**src/rtl/delay_mem_arbiter.sv**
```systemverilog
// delay_mem_arbiter
//   Shares one single-port SRAM between N_CLIENTS delay-line engines.
//   Requests are arbitrated round-robin. A client's write is served before
//   its read when both are raised together; the read waits for that
//   client's next grant. Every SRAM command and client response is
//   registered.
//
//   Write: request sampled in IDLE (cycle T), SRAM write and ack in T+1.
//   Read : request sampled in IDLE (cycle T), SRAM read in T+1, data
//          captured at the end of T+2, valid pulse in T+3.
//   An out-of-range address issues no SRAM command. The request completes
//   in the command cycle with addr_err, and a read returns zero data.
//
// Ports
//   clk, reset                  clock, synchronous active-high reset
//   cl_wr_req/addr/data/ack     per-client write channel (packed per client)
//   cl_rd_req/addr/valid        per-client read channel (packed per client)
//   cl_rd_data                  shared read data, qualified by cl_rd_valid
//   sram_en/we/addr/wdata       registered SRAM command
//   sram_rdata                  SRAM read data, valid the cycle after a read
//   addr_err                    one-cycle pulse on an out-of-range access
module delay_mem_arbiter #(
  parameter int N_CLIENTS  = 4,
  parameter int DATA_WIDTH = 16,
  parameter int MEM_SIZE   = 8192,
  localparam int AW = $clog2(MEM_SIZE)
) (
  input  logic                         clk,
  input  logic                         reset,
  input  logic [N_CLIENTS-1:0]         cl_wr_req,
  input  logic [N_CLIENTS*AW-1:0]      cl_wr_addr,
  input  logic [N_CLIENTS*DATA_WIDTH-1:0] cl_wr_data,
  output logic [N_CLIENTS-1:0]         cl_wr_ack,
  input  logic [N_CLIENTS-1:0]         cl_rd_req,
  input  logic [N_CLIENTS*AW-1:0]      cl_rd_addr,
  output logic [DATA_WIDTH-1:0]        cl_rd_data,
  output logic [N_CLIENTS-1:0]         cl_rd_valid,
  output logic [AW-1:0]                sram_addr,
  output logic                         sram_we,
  output logic [DATA_WIDTH-1:0]        sram_wdata,
  output logic                         sram_en,
  input  logic [DATA_WIDTH-1:0]        sram_rdata,
  output logic                         addr_err
);

  localparam int PW = (N_CLIENTS > 1) ? $clog2(N_CLIENTS) : 1;
  localparam logic [AW:0]   MEM_LIMIT   = (AW+1)'(MEM_SIZE);
  localparam logic [PW-1:0] LAST_CLIENT = PW'(N_CLIENTS - 1);

  typedef enum logic [1:0] {IDLE, CMD, RD_WAIT, RD_CAP} state_t;

  state_t state, state_next;

  logic [PW-1:0]         rr_ptr;
  logic [PW-1:0]         winner;
  logic                  op_is_wr;
  logic                  op_err;

  logic                  found;
  logic [PW-1:0]         win_idx;
  logic [PW-1:0]         next_ptr;
  logic                  sel_wr;
  logic [AW-1:0]         sel_addr;
  logic [DATA_WIDTH-1:0] sel_wdata;
  logic                  out_of_range;
  logic [N_CLIENTS-1:0]  pending;

  function automatic logic [N_CLIENTS-1:0] onehot(input logic [PW-1:0] idx);
    logic [N_CLIENTS-1:0] v;
    v = '0;
    for (int i = 0; i < N_CLIENTS; i++) begin
      if (PW'(i) == idx) v[i] = 1'b1;
    end
    return v;
  endfunction

  assign pending = cl_wr_req | cl_rd_req;

  // Round-robin search: first pending client at or after rr_ptr, with wrap.
  always_comb begin
    int idx;
    found   = 1'b0;
    win_idx = '0;
    idx     = 0;
    for (int k = 0; k < N_CLIENTS; k++) begin
      idx = int'(rr_ptr) + k;
      if (idx >= N_CLIENTS) idx = idx - N_CLIENTS;
      if (!found && pending[PW'(idx)]) begin
        found   = 1'b1;
        win_idx = PW'(idx);
      end
    end
  end

  // Winner's operation: write takes priority over a simultaneous read.
  always_comb begin
    sel_wr    = 1'b0;
    sel_addr  = '0;
    sel_wdata = '0;
    for (int i = 0; i < N_CLIENTS; i++) begin
      if (PW'(i) == win_idx) begin
        sel_wr    = cl_wr_req[i];
        sel_addr  = cl_wr_req[i] ? cl_wr_addr[i*AW +: AW] : cl_rd_addr[i*AW +: AW];
        sel_wdata = cl_wr_data[i*DATA_WIDTH +: DATA_WIDTH];
      end
    end
  end

  // Only reachable when MEM_SIZE is not a power of two.
  assign out_of_range = ({1'b0, sel_addr} >= MEM_LIMIT);
  assign next_ptr     = (win_idx == LAST_CLIENT) ? '0 : win_idx + PW'(1);

  // Next-state logic.
  always_comb begin
    state_next = state;
    case (state)
      IDLE:    state_next = found ? CMD : IDLE;
      CMD:     state_next = (op_is_wr || op_err) ? IDLE : RD_WAIT;
      RD_WAIT: state_next = RD_CAP;
      RD_CAP:  state_next = IDLE;
      default: state_next = IDLE;
    endcase
  end

  // State register.
  always_ff @(posedge clk) begin
    if (reset) state <= IDLE;
    else       state <= state_next;
  end

  // Grant bookkeeping, registered SRAM command and client responses.
  // All command/response outputs are pulses, cleared by default each cycle
  // and raised only on the transition into the cycle that shows them.
  always_ff @(posedge clk) begin
    if (reset) begin
      rr_ptr      <= '0;
      winner      <= '0;
      op_is_wr    <= 1'b0;
      op_err      <= 1'b0;
      sram_en     <= 1'b0;
      sram_we     <= 1'b0;
      sram_addr   <= '0;
      sram_wdata  <= '0;
      cl_wr_ack   <= '0;
      cl_rd_valid <= '0;
      cl_rd_data  <= '0;
      addr_err    <= 1'b0;
    end else begin
      sram_en     <= 1'b0;
      sram_we     <= 1'b0;
      cl_wr_ack   <= '0;
      cl_rd_valid <= '0;
      addr_err    <= 1'b0;
      case (state)
        IDLE: begin
          if (found) begin
            winner   <= win_idx;
            op_is_wr <= sel_wr;
            op_err   <= out_of_range;
            rr_ptr   <= next_ptr;
            addr_err <= out_of_range;
            if (!out_of_range) begin
              sram_en   <= 1'b1;
              sram_we   <= sel_wr;
              sram_addr <= sel_addr;
              if (sel_wr) sram_wdata <= sel_wdata;
            end
            if (sel_wr) begin
              cl_wr_ack <= onehot(win_idx);
            end else if (out_of_range) begin
              cl_rd_valid <= onehot(win_idx);
              cl_rd_data  <= '0;
            end
          end
        end
        RD_WAIT: begin
          cl_rd_data  <= sram_rdata;
          cl_rd_valid <= onehot(winner);
        end
        default: ;
      endcase
    end
  end

endmodule

```
**config.mk**
```make
export PLATFORM = sky130hd
export DESIGN_NAME = delay_mem_arbiter
export DESIGN_NICKNAME = d
export VERILOG_FILES = /design/src/rtl/delay_mem_arbiter.sv
export SDC_FILE = /design/constraint.sdc
export NUM_CORES = 1
export LEC_CHECK = 0
export ABC_CLOCK_PERIOD_IN_PS = 4300
export BUFFER_PORTS_ARGS = -buffer_cell sky130_fd_sc_hd__buf_2
export CAP_MARGIN = 20
export CELL_PAD_IN_SITES_DETAIL_PLACEMENT = 1
export CELL_PAD_IN_SITES_GLOBAL_PLACEMENT = 2
export CORE_MARGIN = 4
export CORE_UTILIZATION = 23
export DETAILED_ROUTE_END_ITERATION = 6
export PLACE_DENSITY = 0.87
export SLEW_MARGIN = 20
export SYNTH_ARGS = -nofsm -noshare
export SYNTH_HDL_FRONTEND = slang
export SYNTH_SLANG_ARGS = --single-unit
```
**constraint.sdc**
```tcl
create_clock -name clk -period 4.3 [get_ports clk]
set_input_delay 0.215 -clock clk [delete_from_list [all_inputs] [get_ports clk]]
set_output_delay 0.215 -clock clk [all_outputs]
set_load 0.03 [all_outputs]
```
Yosys cells after proc, flatten, opt, wreduce, memory -nomap -nowiden
Cells that the tools add are included.

Add/sub/neg operators: 8. $lt $le $gt $ge: 8. Eq/ne operators: 10. Multiplexer cells: 53. Bitwise gates (word level): 5. Reductions and logical operators: 15.

Operators by type and width (number): $mux 13 (8); $mux 16 (4); $mux 1 (26); $mux 2 (10); $lt 2x4->1 const B (4); $ge 3x3->1 const B (3); $bmux 1 s2 (4); $eq 2x2->1 const A (4); $pmux 2 s4 (1); $sub 2x1->2 const B (4); $add 2x2->3 const B (2); $eq 2x2->1 const B (3); $logic_not 2->1 (3); $eq 1x2->1 const A (2); $not 1->1 (4); $or 4x4->4 (1); $reduce_or 2->1 (2); $reduce_or 4->1 (1); $add 2x1->3 const B (1); $ge 2x3->1 const B (1); $logic_and 1x1->1 (3); $logic_not 1->1 (3); $reduce_and 3->1 (1); $reduce_or 3->1 (1); other kinds (3) (3).

Bits in registers: 62. Logic and storage cells: 110.

Depth between registers and ports, before layout
Depth after elaboration: 22. Mapped depth: 12. Depth with buffers taken out: 9.

Worst setup path after synthesis
No wires, ideal clock.

Kind: register to register. Start: register rr_ptr[1]. End: register sram_addr[11]. Setup time: 0.129 ns. Arrival: 2.465 ns. Data required time: 4.171 ns. Setup slack: 1.706 ns. Cell stages (with the launch flop): 12. Path buffers: 2. Clock period less this slack: 2.594 ns. Cell sequence: dfxtp_1 nor3_1 a211oi_1 a211oi_1 inv_1 ha_1 buf_2 or3b_1 clkbuf_1 nor2_1 a2111oi_0 o21ai_1.

Longest elaborated chain between the ends: 20.

Ends and longest elaborated chain: from (decl) (line 54) `logic [PW-1:0] rr_ptr;`; from (signal assigned) (line 160) `rr_ptr <= next_ptr;`; branches (longest 14 deep; another with $add 2x1->3); $mux 2 (*) (line 88) `if (!found && pending[PW'(idx)]) begin`; named net win_idx[0] (line 60) `logic [PW-1:0] win_idx;`; $logic_not 2->1; $mux 13 (3 in a row) (line 101) `if (PW'(i) == win_idx) begin`; $mux 13 (*) (line 101); to (signal assigned) (line 165) `sram_addr <= sel_addr;`; to (decl) (line 38) `output logic [AW-1:0] sram_addr,`.

Mark *: on every way through the listed nets, which the timed path passes. The select of a mux whose other input is x is not followed. A chain may end at the register's enable or synchronous reset.

Worst setup path in the final report
Start: register rr_ptr[1]. End: register sram_addr[9].

The elaborated chain is that of the path after synthesis.

==> results.txt <==
Outcome = complete, no violations
Nets = 923
Period minus WS final = 3.543 ns
Clk slew on worst S/H paths = 0.05 ns
Area Overhead vs Synth = 44.29%
VDD IR-drop max = 0.0003019 V
Post-synth net total = 703
Largest net degree at the start of global routing = 61
Clock power share = 0.271
Post-DP HPWL = 11.53 mm
Placer Congestion = 0.7829
Critical Path Start = rr_ptr[1]
IO Port Bufs = 248
Cell variety after synth = 39
Clk_skew = 0.007135 ns
First-pass GRT wire length = 22.85 mm
Syn_area_per_cell = 7.614 um^2
TritonRoute pass-1 iters = 4
Synthesized flop and latch total = 62
Final Max Tran Viols = 0
CP arrival = 3.73 ns
Initial DRC count = 144
Initial Util = 0.2335
Worst R2R Start = rr_ptr[1]
Wire per inst = 15.72 um
CTS H-tree lvls = 3
Root Buffer = clkbuf_16
Final core utilization = 0.3369
Die Height = 137.3 um
Vias in the first global route = 4465
Synth Warn # = 0
Core box area = 16470 um^2
Hold Vio Cnt, Final = 0
RSZ-0062 raised after global routing = false
Via density = 4.605
Top Ports = 250
Max FO, Critical Path = 19
Clk Latency, worst-skew pair = 0.33 ns
Hold_sp = sram_rdata[6]
Total power = 3.033 mW
Critical path type = flop to flop
Sequential-to-total area share from yosys stat = 0.3228
Die Area = 18850 um^2
Via count = 4375
Post-DP Area = 5201 um^2
Worst Tran Pin Value = 0.9595 ns
Net Sw Power = 1.282 mW
Setup TNS = 0 ns
Most frequent CP cell = a211oi_1
Post-synth EDFFs = 0
Min-Delay Path Class = input pin to flop
Post-Synthesis Cells = 505
Layout cell share with drive strength beyond 1 = 0.4000
Pwr/cell area = 546.7 nW/um^2
Leakage = 2.705 nW
Part of the power in registers = 0.264
Setup bufs post-CTS = 0
Slew HR = 0.3603
DRC viols = 0
F_max = 282.3 MHz
Asr flop ratio synth = 0
Final setup fails = 0
Initial antenna violation count = 0
Worst path cell trace = nor3_1 > a211oi_1 > a211oi_1 > inv_1 > ha_1 > or3b_1 > nor2_1 > a2111oi_0 > o21ai_0
Hold slack = 0.1170 ns
CP peak stage delay = 0.67 ns
P_int = 1.751 mW
Hold Buf Count CTS = 0
Rows = 47
Die Width = 137.3 um
Total congestion overflow = 0
Antenna cells = 0
Post-route cell area = 5548 um^2
Cell Area, Synth = 3845 um^2
Antenna Nets Post-Route = 0
Clock buffer count from CTS = 9
Fin crit share = 0.8239
Ys flop type = dfxtp_1
Max cap viols = 0
All-Layer GR Usage = 0.1540
Setup crit start kind = flop
WL final = 14.94 mm
TritonCTS clock tree = done
Clock buffer depth = 2
Clk sinks = 62
Required time of the critical path = 4.49 ns
CP endpoint kind = flop
Post-CTS Resized = 0
Switching share of power = 0.4227
Slowest CP cell = a2111oi_0
Comb pwr share = 0.465
[worst paths after layout]
path,slack (ns),cells after the start,end
min,0.12,3,cl_rd_data[6]
min reg2reg,0.45,2,cl_rd_data[8]
max,0.76,9,sram_addr[9]
max reg2reg,0.76,9,sram_addr[9]
[sequential cells by signal, summed over array words and instances (netlist names), named ones only]
register     cells
cl_rd_data      16
cl_rd_valid      4
cl_wr_ack        4
op_is_wr         1
rr_ptr           2
sram_addr       13
sram_en          1
sram_wdata      16
sram_we          1
state            1
winner           2
[metrics by stage]
stage	worst slack (ns)	std cells
after floorplan	1.706	505
after global placement	0.6661	933
after detailed placement	0.5345	933
after CTS	0.7322	949
after global routing	0.4648	950
final	0.7573	950
[critical path, delay by kind of cell, from the launching register on]
family	cells	cell delay, ns
AOI/OAI and AO/OA	4	1.50
and+or+nand+nor	3	0.87
adders and majority gates	1	0.51
DFF	1	0.36
buffers and inverters	1	0.15
[power groups by stage]
| stage | logic (mW) | clock network [mW] | registers [mW] |
|---|---|---|---|
| finish | 1.41 | 0.821 | 0.802 |
| global route | 1.57 | 0.868 | 0.820 |
| CTS | 1.44 | 0.847 | 0.803 |
| detailed placement | 1.43 | 0 | 0.814 |
| global placement | 1.41 | 0 | 0.809 |
| floorplan | 0.751 | 0 | 1.05 |
[cells by family (layout without fill, tap and decap cells)]
family                   count (synthesis)  count (layout)  share of synthesized area
AND/OR/NAND/NOR                        167             167                     0.1936
AO/OA/AOI/OAI                          136             136                     0.2359
buffers and inverters                   83             308                    0.09404
flip-flops                              62              62                     0.3228
multiplexers                            52              52                     0.1396
adder cells (fa/ha/maj)                  4               4                    0.01302
other                                    1               1                  0.0009753
[final cells by class]
type	instances	area (um^2)
fill	2118	10920
sequential	62	1241
clock buffer	12	236.5
inverter	35	131.4
clock inverter	4	95.09
tap	220	275.3
timing repair buffer	257	1316
multi-input combinational	360	2252
[cell usage in the layout, fill, tap and decap left out, types with 9 or more instances in the layout]
| cell | instances |
|---|---|
| nand3_1 | 13 |
| mux2i_1 | 39 |
| buf_2 | 248 |
| clkbuf_16 | 9 |
| a21oi_1 | 34 |
| o21ai_0 | 13 |
| o211ai_1 | 32 |
| dfxtp_1 | 62 |
| o21ai_1 | 17 |
| nand2_1 | 97 |
| a221oi_1 | 16 |
| mux2_2 | 13 |
| inv_1 | 35 |
| nor2_1 | 35 |
| a2111oi_0 | 13 |
[cells in the mapped netlist (13+ instances only)]
cell	count	share of area
nor2_1	35	0.034
mux2_2	13	0.038
nand3_1	13	0.017
a2111oi_0	13	0.030
buf_2	13	0.017
o21ai_1	17	0.022
a221oi_1	16	0.036
o211ai_1	32	0.062
dfxtp_1	62	0.32
clkbuf_1	26	0.025
inv_1	35	0.034
o21ai_0	13	0.017
mux2i_1	39	0.10
nand2_1	97	0.095
a21oi_1	34	0.044
[per-layer routing]
layer / part of all wire / up-vias / track usage
met5: 0 / - / 0
met4: 0.0077 / 0 / 0.02772
met3: 0.074 / 11 / 0.04894
met2: 0.49 / 129 / 0.2741
met1: 0.42 / 2020 / 0.1830
li1: - / 2215 / -
(Power assumes the default switching activity.)
